## config.mk

```make
export PLATFORM = sky130hd
export DESIGN_NAME = ftd_input_packer
export DESIGN_NICKNAME = d
export VERILOG_FILES = /design/src/rtl/ftd_input_packer.sv
export SDC_FILE = /design/constraint.sdc
export NUM_CORES = 1
export LEC_CHECK = 0
export CAP_MARGIN = 10
export CELL_PAD_IN_SITES_DETAIL_PLACEMENT = 0
export CELL_PAD_IN_SITES_GLOBAL_PLACEMENT = 1
export CORE_MARGIN = 2
export CORE_UTILIZATION = 34
export CTS_CLUSTER_SIZE = 25
export DETAILED_ROUTE_END_ITERATION = 16
export PLACE_DENSITY = 0.73
export SYNTH_ARGS = -nofsm -noshare
export SYNTH_HDL_FRONTEND = slang
export SYNTH_SLANG_ARGS = --single-unit
```

## constraint.sdc

```tcl
create_clock -name gclk2 -period 2.1 [get_ports gclk2]
set_clock_uncertainty 0.15 [all_clocks]
set_input_delay 0.315 -clock gclk2 [delete_from_list [all_inputs] [get_ports gclk2]]
set_output_delay 0.315 -clock gclk2 [all_outputs]
set_load 0.01 [all_outputs]
```

## src/rtl/ftd_input_packer.sv

```systemverilog
// ---------------------------------------------------------------------------
// ftd_input_packer
//
// Purpose:
//   This is the transmit side of the GDL-to-FTD connector. It collects the
//   CDC, ECL, TOP and KLM trigger summaries into one frame per frame_start.
//   These summaries arrive with their own valid strobes and at different
//   latencies. Each frame is then packed onto the iob/iod/iof connector words.
//   A frame is emitted when all four sources have arrived, when the
//   collection window expires, or when a new frame_start overlaps it.
//
// Parameters:
//   WINDOW  collection window length in gclk2 cycles (2..255); the
//           frame_start cycle is window cycle 0.
//   FCNT_W  frame counter width (1..16).
//
// Ports:
//   gclk2, reset            clock (posedge) and synchronous active-high reset
//   frame_start             one-cycle pulse opening a frame
//   cdc_* / ecl_* / top_* / klm_*
//                           per-subsystem valid strobes and summary fields
//   revo .. veto            KEKB/GDL bits, sampled in the emission cycle
//   ftdinb, ftdind, ftdinf  registered connector words (iob, iod, iof)
//   ftd_frame_valid         one-cycle strobe marking new connector words
//
// Optional feature:
//   Define FTD_PARITY_EN to place parity in ftdinf[29:28]:
//   bit 28 is the XOR of ftdinb, and bit 29 is the XOR of ftdind[19:0].
//   When the macro is not defined, both bits are 0.
// ---------------------------------------------------------------------------
module ftd_input_packer #(
  parameter int WINDOW = 8,
  parameter int FCNT_W = 16
) (
  input  logic        gclk2,
  input  logic        reset,
  input  logic        frame_start,
  input  logic        cdc_valid,
  input  logic [3:0]  cdc_t3_full,
  input  logic [3:0]  cdc_t3_short,
  input  logic [3:0]  cdc_t2_full,
  input  logic [3:0]  cdc_t2_short,
  input  logic        cdc_bb,
  input  logic        cdc_open45,
  input  logic        cdc_timing,
  input  logic        ecl_valid,
  input  logic [7:0]  ecl_flags,
  input  logic        e_high,
  input  logic [10:0] bha_type,
  input  logic [4:0]  n_clus_raw,
  input  logic        top_valid,
  input  logic [3:0]  n_top_raw,
  input  logic        top_bb,
  input  logic        klm_valid,
  input  logic [3:0]  n_klm_raw,
  input  logic        revo,
  input  logic        her_kick,
  input  logic        ler_kick,
  input  logic        bha_delay,
  input  logic        pseude_rand,
  input  logic        veto,
  output logic [31:0] ftdinb,
  output logic [31:0] ftdind,
  output logic [29:0] ftdinf,
  output logic        ftd_frame_valid
);

  typedef enum logic [0:0] {
    IDLE    = 1'b0,
    COLLECT = 1'b1
  } state_e;

  localparam logic [7:0] LAST_CYC = 8'(WINDOW - 1);

  // Saturate a 4-bit count into 3 bits.
  function automatic logic [2:0] sat3(input logic [3:0] v);
    logic [2:0] r;
    if (v >= 4'd7) begin
      r = 3'd7;
    end else begin
      r = v[2:0];
    end
    return r;
  endfunction

  // Saturate a 5-bit count into 4 bits.
  function automatic logic [3:0] sat4(input logic [4:0] v);
    logic [3:0] r;
    if (v >= 5'd15) begin
      r = 4'd15;
    end else begin
      r = v[3:0];
    end
    return r;
  endfunction

`ifdef FTD_PARITY_EN
  // Even parity (XOR reduction) over a 32-bit word.
  function automatic logic par32(input logic [31:0] v);
    return ^v;
  endfunction
`endif

  // Raw source fields packed into single vectors. Low bits come first.
  // cdc: [3:0] t3f [7:4] t3s [11:8] t2f [15:12] t2s [16] bb [17] open45 [18] timing
  // ecl: [7:0] flags [8] e_high [19:9] bha_type [24:20] n_clus
  // top: [3:0] n_top [4] bb;  klm: [3:0] n_klm
  logic [18:0] cdc_in_s;
  logic [24:0] ecl_in_s;
  logic [4:0]  top_in_s;
  logic [3:0]  klm_in_s;
  logic [3:0]  valid_s;

  assign cdc_in_s = {cdc_timing, cdc_open45, cdc_bb, cdc_t2_short, cdc_t2_full,
                     cdc_t3_short, cdc_t3_full};
  assign ecl_in_s = {n_clus_raw, bha_type, e_high, ecl_flags};
  assign top_in_s = {top_bb, n_top_raw};
  assign klm_in_s = n_klm_raw;
  assign valid_s  = {klm_valid, top_valid, ecl_valid, cdc_valid};

  state_e              state_q, state_d;
  logic [3:0]          mask_q, mask_d;
  logic [7:0]          timer_q, timer_d;
  logic [FCNT_W-1:0]   fcnt_q, fcnt_d;
  logic                stray_q, stray_d;
  logic                dup_q, dup_d;
  logic [18:0]         cdc_q, cdc_d;
  logic [24:0]         ecl_q, ecl_d;
  logic [4:0]          top_q, top_d;
  logic [3:0]          klm_q, klm_d;
  logic [31:0]         ftdinb_q;
  logic [31:0]         ftdind_q;
  logic [29:0]         ftdinf_q;
  logic                frame_valid_q;

  logic                accept_s;
  logic [3:0]          base_mask_s;
  logic [3:0]          latch_en_s;
  logic [3:0]          new_mask_s;
  logic                dup_now_s;
  logic                stray_now_s;
  logic                emit_s;
  logic                timeout_s;
  logic                overlap_s;
  logic [3:0]          emit_mask_s;
  logic [18:0]         emit_cdc_s;
  logic [24:0]         emit_ecl_s;
  logic [4:0]          emit_top_s;
  logic [3:0]          emit_klm_s;

  // Frame bookkeeping. A frame_start always opens a fresh frame, so the
  // valids in that cycle latch against an empty mask. In any other COLLECT
  // cycle they latch against the mask built up so far.
  always_comb begin
    accept_s    = frame_start | (state_q == COLLECT);
    if (frame_start) begin
      base_mask_s = 4'b0000;
    end else begin
      base_mask_s = mask_q;
    end
    latch_en_s  = valid_s & ~base_mask_s & {4{accept_s}};
    new_mask_s  = base_mask_s | (valid_s & {4{accept_s}});
    dup_now_s   = (state_q == COLLECT) & ~frame_start & (|(valid_s & mask_q));
    stray_now_s = (state_q == IDLE) & ~frame_start & (|valid_s);
    cdc_d = latch_en_s[0] ? cdc_in_s : cdc_q;
    ecl_d = latch_en_s[1] ? ecl_in_s : ecl_q;
    top_d = latch_en_s[2] ? top_in_s : top_q;
    klm_d = latch_en_s[3] ? klm_in_s : klm_q;
  end

  // Next-state and emission decision.
  always_comb begin
    state_d     = state_q;
    mask_d      = mask_q;
    timer_d     = timer_q;
    emit_s      = 1'b0;
    timeout_s   = 1'b0;
    overlap_s   = 1'b0;
    emit_mask_s = new_mask_s;
    emit_cdc_s  = cdc_d;
    emit_ecl_s  = ecl_d;
    emit_top_s  = top_d;
    emit_klm_s  = klm_d;
    case (state_q)
      IDLE: begin
        if (frame_start && (new_mask_s == 4'b1111)) begin
          emit_s  = 1'b1;
          mask_d  = 4'b0000;
          timer_d = 8'd0;
        end else if (frame_start) begin
          state_d = COLLECT;
          mask_d  = new_mask_s;
          timer_d = 8'd1;
        end else begin
          mask_d  = 4'b0000;
          timer_d = 8'd0;
        end
      end
      COLLECT: begin
        if (frame_start) begin
          // The old frame goes out with only what it had already latched.
          // This cycle's valids belong to the new frame.
          emit_s      = 1'b1;
          overlap_s   = 1'b1;
          emit_mask_s = mask_q;
          emit_cdc_s  = cdc_q;
          emit_ecl_s  = ecl_q;
          emit_top_s  = top_q;
          emit_klm_s  = klm_q;
          mask_d      = new_mask_s;
          timer_d     = 8'd1;
        end else if (new_mask_s == 4'b1111) begin
          // Completion takes priority over window end, so timeout stays 0.
          emit_s  = 1'b1;
          state_d = IDLE;
          mask_d  = 4'b0000;
          timer_d = 8'd0;
        end else if (timer_q == LAST_CYC) begin
          emit_s    = 1'b1;
          timeout_s = 1'b1;
          state_d   = IDLE;
          mask_d    = 4'b0000;
          timer_d   = 8'd0;
        end else begin
          mask_d  = new_mask_s;
          timer_d = timer_q + 8'd1;
        end
      end
      default: begin
        state_d = IDLE;
        mask_d  = 4'b0000;
        timer_d = 8'd0;
      end
    endcase
  end

  // Sticky flags and the frame counter advance with each emission.
  always_comb begin
    if (emit_s) begin
      stray_d = 1'b0;
      dup_d   = 1'b0;
      fcnt_d  = fcnt_q + {{(FCNT_W-1){1'b0}}, 1'b1};
    end else begin
      stray_d = stray_q | stray_now_s;
      dup_d   = dup_q | dup_now_s;
      fcnt_d  = fcnt_q;
    end
  end

  logic [18:0] pk_cdc_s;
  logic [24:0] pk_ecl_s;
  logic [4:0]  pk_top_s;
  logic [3:0]  pk_klm_s;
  logic [3:0]  nclus_s;
  logic [15:0] fcnt_ext_s;
  logic [31:0] pack_b_s;
  logic [31:0] pack_d_s;
  logic [29:0] pack_f_s;

  // Pack the emitted frame. A missing source is forced to zero here, so
  // stale latched data from earlier frames never leaks out.
  always_comb begin
    pk_cdc_s   = emit_mask_s[0] ? emit_cdc_s : 19'd0;
    pk_ecl_s   = emit_mask_s[1] ? emit_ecl_s : 25'd0;
    pk_top_s   = emit_mask_s[2] ? emit_top_s : 5'd0;
    pk_klm_s   = emit_mask_s[3] ? emit_klm_s : 4'd0;
    nclus_s    = sat4(pk_ecl_s[24:20]);
    fcnt_ext_s = 16'(fcnt_q);

    pack_b_s        = 32'd0;
    pack_b_s[2:0]   = sat3(pk_cdc_s[3:0]);
    pack_b_s[5:3]   = sat3(pk_cdc_s[7:4]);
    pack_b_s[8:6]   = sat3(pk_cdc_s[11:8]);
    pack_b_s[11:9]  = sat3(pk_cdc_s[15:12]);
    pack_b_s[12]    = pk_cdc_s[16];
    pack_b_s[13]    = pk_cdc_s[17];
    pack_b_s[14]    = pk_cdc_s[18];
    pack_b_s[15]    = pk_ecl_s[8];
    pack_b_s[16]    = pk_ecl_s[0];
    pack_b_s[17]    = pk_ecl_s[1];
    pack_b_s[18]    = pk_ecl_s[2];
    pack_b_s[29:19] = pk_ecl_s[19:9];
    pack_b_s[31:30] = nclus_s[1:0];

    pack_d_s        = 32'd0;
    pack_d_s[1:0]   = nclus_s[3:2];
    pack_d_s[2]     = pk_ecl_s[3];
    pack_d_s[3]     = pk_ecl_s[4];
    pack_d_s[4]     = pk_ecl_s[5];
    pack_d_s[5]     = pk_ecl_s[6];
    pack_d_s[6]     = pk_ecl_s[7];
    pack_d_s[9:7]   = sat3(pk_top_s[3:0]);
    pack_d_s[10]    = pk_top_s[4];
    pack_d_s[13:11] = sat3(pk_klm_s);
    pack_d_s[14]    = revo;
    pack_d_s[15]    = her_kick;
    pack_d_s[16]    = ler_kick;
    pack_d_s[17]    = bha_delay;
    pack_d_s[18]    = pseude_rand;
    pack_d_s[19]    = veto;

    pack_f_s        = 30'd0;
    pack_f_s[3:0]   = ~emit_mask_s;
    pack_f_s[4]     = timeout_s;
    pack_f_s[5]     = overlap_s;
    pack_f_s[6]     = stray_q;
    pack_f_s[7]     = dup_q | dup_now_s;
    pack_f_s[23:8]  = fcnt_ext_s;
`ifdef FTD_PARITY_EN
    pack_f_s[28]    = par32(pack_b_s);
    pack_f_s[29]    = par32({12'd0, pack_d_s[19:0]});
`else
    pack_f_s[29:28] = 2'b00;
`endif
  end

  // State, latched fields and registered connector outputs.
  always_ff @(posedge gclk2) begin
    if (reset) begin
      state_q       <= IDLE;
      mask_q        <= 4'b0000;
      timer_q       <= 8'd0;
      fcnt_q        <= '0;
      stray_q       <= 1'b0;
      dup_q         <= 1'b0;
      cdc_q         <= 19'd0;
      ecl_q         <= 25'd0;
      top_q         <= 5'd0;
      klm_q         <= 4'd0;
      ftdinb_q      <= 32'd0;
      ftdind_q      <= 32'd0;
      ftdinf_q      <= 30'd0;
      frame_valid_q <= 1'b0;
    end else begin
      state_q       <= state_d;
      mask_q        <= mask_d;
      timer_q       <= timer_d;
      fcnt_q        <= fcnt_d;
      stray_q       <= stray_d;
      dup_q         <= dup_d;
      cdc_q         <= cdc_d;
      ecl_q         <= ecl_d;
      top_q         <= top_d;
      klm_q         <= klm_d;
      frame_valid_q <= emit_s;
      if (emit_s) begin
        ftdinb_q <= pack_b_s;
        ftdind_q <= pack_d_s;
        ftdinf_q <= pack_f_s;
      end
    end
  end

  assign ftdinb          = ftdinb_q;
  assign ftdind          = ftdind_q;
  assign ftdinf          = ftdinf_q;
  assign ftd_frame_valid = frame_valid_q;

endmodule

```

==> flow_summary.json <==
{
  "outcome": "finished with violations",
  "violations": "negative setup slack",
  "yosys_warnings": 0,
  "nets": 1179,
  "ys.flop_type": "dfxtp_1",
  "cellLeakagePower_nw": 4.24,
  "io_pins": 161,
  "tritoncts": "yes",
  "setup_viol": 85,
  "die_w_um": 153,
  "rsz0062_at_grt": "true",
  "endpoint_kind": "flop",
  "yosysMostFrequentCell": "dfxtp_1",
  "htree_levels": 4,
  "synth_seq_area_share_pct": 42.6,
  "cts_made_buffers": 17,
  "grt_max_degree": 58,
  "critPathCapture": "fcnt_ext_s[7]$_SDFFE_PP0P_",
  "clock_sinks": 161,
  "num_rows": 54,
  "routed_wl_um": 22700,
  "synth_enable_flop_cells": 0,
  "ff2ff_path_depth": 6,
  "ys_ff_latch": 161,
  "maxSlewHeadroom_pct": 62.4,
  "via_per_inst": 5.20,
  "clk_pin_slew_ps": 70,
  "drc": 0,
  "max_stage_delay_ps": 540,
  "p_total_mw": 7.92,
  "max_cap_viol_count": 0,
  "regArea_mm2": 0.00323,
  "gp_congestion": 0.835,
  "drv_slew": 0,
  "multi_input_area_mm2": 0.00411,
  "start_kind": "flop",
  "syn_to_final_growth_pct": 46.5,
  "antenna_found_initial": 0,
  "via_count": 7300,
  "wl_per_cell_um": 16.2,
  "regToRegSetupSlack_ps": -160,
  "grt_pass1_wl_um": 37000,
  "worst_pin_slew_ps": 564,
  "start_util_pct": 34.7,
  "period_share_pct": 107,
  "synthTopCellsByArea": "dfxtp_1 (43%), mux2i_1 (7.5%), a21oi_1 (6.0%)",
  "die_h_um": 153,
  "ant_nets": 0,
  "first_global_vias": 7082,
  "final_layout_size_suffix_gt1_share_pct": 19.0,
  "setup_ws_ps": -157,
  "required_ps": 2260,
  "dpl.hpwl_um": 15500,
  "synth_commonest_cells": "dfxtp_1 (161), a21oi_1 (90), nand2_1 (73)",
  "critPathKind": "flop to flop",
  "hold_violations": 0,
  "path_cells": "or4_4 > nor3_4 > o31ai_4 > buf_12 > nor4b_4 > mux2_4",
  "n_antenna_cell": 0,
  "tns_ps": -7480,
  "syn_inst": 908,
  "synth_top_area_share_pct": 42.6,
  "period_needed_ps": 2260,
  "max_freq_mhz": 443,
  "grt_util_all_layers_pct": 19.3,
  "r2r_start": "timer_q[6]$_SDFF_PP0_",
  "max-vdd-ir-drop_uv": 535,
  "hp-class": "primary input to flop",
  "crit_slowest_cell": "or4_4",
  "root_buffer": "clkbuf_16",
  "syn_area_mm2": 0.00756,
  "worstSkewPairLatency_ps": 430,
  "dr.pass1.iters": 7,
  "avgSynthCellArea_um2": 8.33,
  "async_flop_share_pct": 0,
  "worstReg2RegEnd": "fcnt_ext_s[7]$_SDFFE_PP0P_",
  "pre_cts_slack_ps": -659,
  "p_per_area_mw_per_mm2": 715,
  "n_fill_cell": 2104,
  "drt-initial-drc-count": 389,
  "core_area_mm2": 0.0218,
  "dieArea_mm2": 0.0235,
  "portBuffers": 142,
  "cp-startpoint": "timer_q[6]$_SDFF_PP0_",
  "synth_cell_types": 54,
  "overflow": 0,
  "critPathMaxFanout": 22,
  "crit_arrival_ps": 2420,
  "yosysTopAreaCell": "dfxtp_1",
  "cts_buffer_depth": 2
}
layout make-up:
cell class | instances | share of cell area, %
multi-input cells | 655 | 37.1
flip-flops and latches | 161 | 29.1
repair buffers | 268 | 24.7
clock buffers | 23 | 4.22
well taps | 280 | 3.16
clock inverters | 9 | 1.38
inverters | 8 | 0.271
where the power goes:
part	switching (mW)	internal [mW]	total [mW]
clock	1.26	2.05	3.31
combinational	0.683	0.688	1.37
sequential	0.0724	3.16	3.24
total	2.01	5.91	7.92
critical path: cells and delay by family, from the launching register on:
kind	cells	cell delay, ps
simple gates	3	1060
flops	1	320
mux	1	320
buf+inv	1	180
compound gates	1	130
what timing repair did:
item                                    CTS  global route
endpoints found under the setup margin  106            99
cloned                                    6             0
pin swaps                                 7             6
setup buffers                             3             4
gates resized for setup                  51            29
hold buffers                              0             0
stage by stage:
step | std cells | hold WS, ps | util, % | instance area [um^2]
6_report | 1404 | 65.9 | 50.8 | 11100
4_1_cts | 1400 | 49.0 | 50.2 | 11000
3_5_place_dp | 1360 | 296 | 45.8 | 10000
5_1_grt | 1404 | 67.6 | 50.8 | 11100
2_1_floorplan | 925 | 286 | - | 7680
3_3_place_gp | 1360 | 291 | 45.8 | 10000
layer usage:
metal  vias up  part of all wire [%]  GRT usage (%)
met5         -                     0              0
met4         0                   1.4           5.64
met1      3433                    46           25.2
met2       186                    46           31.2
met3        24                   6.3           5.39
li1       3657                     -              -
how the worst min path moves through the flow:
| stage | end | startpoint | cells past startpoint | slack, ps |
|---|---|---|---|---|
| after floorplan | ecl_q[0]$_SDFF_PP0_ | ecl_q[0]$_SDFF_PP0_ | 2 | 290 |
| after global placement | ecl_q[4]$_SDFF_PP0_ | ecl_q[4]$_SDFF_PP0_ | 2 | 290 |
| after detailed placement | ecl_q[19]$_SDFF_PP0_ | ecl_q[19]$_SDFF_PP0_ | 2 | 300 |
| after CTS | top_q[1]$_SDFF_PP0_ | reset | 2 | 50 |
| after global routing | top_q[1]$_SDFF_PP0_ | reset | 2 | 70 |
| final | top_q[1]$_SDFF_PP0_ | reset | 2 | 70 |
cell usage in the layout (no fill, tap or decap), drive strengths merged, types with 5 or more instances in the layout:
master,Yosys,final
nor3,40,40
conb,1,18
o21ai,76,76
nor4,10,10
bufbuf,0,5
clkbuf,55,23
inv,8,9
nand3,52,52
or4,34,34
a32oi,15,15
a22oi,5,5
clkdlybuf4s50,0,137
mux2,6,6
dfxtp,161,161
a21oi,90,90
a31oi,7,7
nand4,5,5
o31ai,8,8
o221ai,7,7
nand2b,37,37
nor2,60,60
and3,6,6
nor2b,8,8
nand2,73,73
a211oi,5,5
mux2i,57,57
buf,46,122
state kept, by name (all words and copies together), names as in the netlist, 4 cells and up:
signal	cells
ftdinf	24
cdc_q	19
ftdinb	32
timer_q	8
top_q	5
fcnt_ext_s	16
mask_q	4
ecl_q	25
klm_q	4
ftdind	20
cells by family (layout without fill, tap and decap cells):
logic type / count (synthesis) / count (layout) / synth area share (%)
compound gates: 228 / 228 / 17.7
xor+xnor: 6 / 6 / 0.695
fa+ha+maj: 2 / 2 / 0.331
buf+inv: 109 / 308 / 7.06
flops: 161 / 161 / 42.6
mux: 63 / 63 / 8.44
other cells: 1 / 18 / 0.0496
simple gates: 338 / 338 / 23.1
Power figures use the tool's default switching activity.
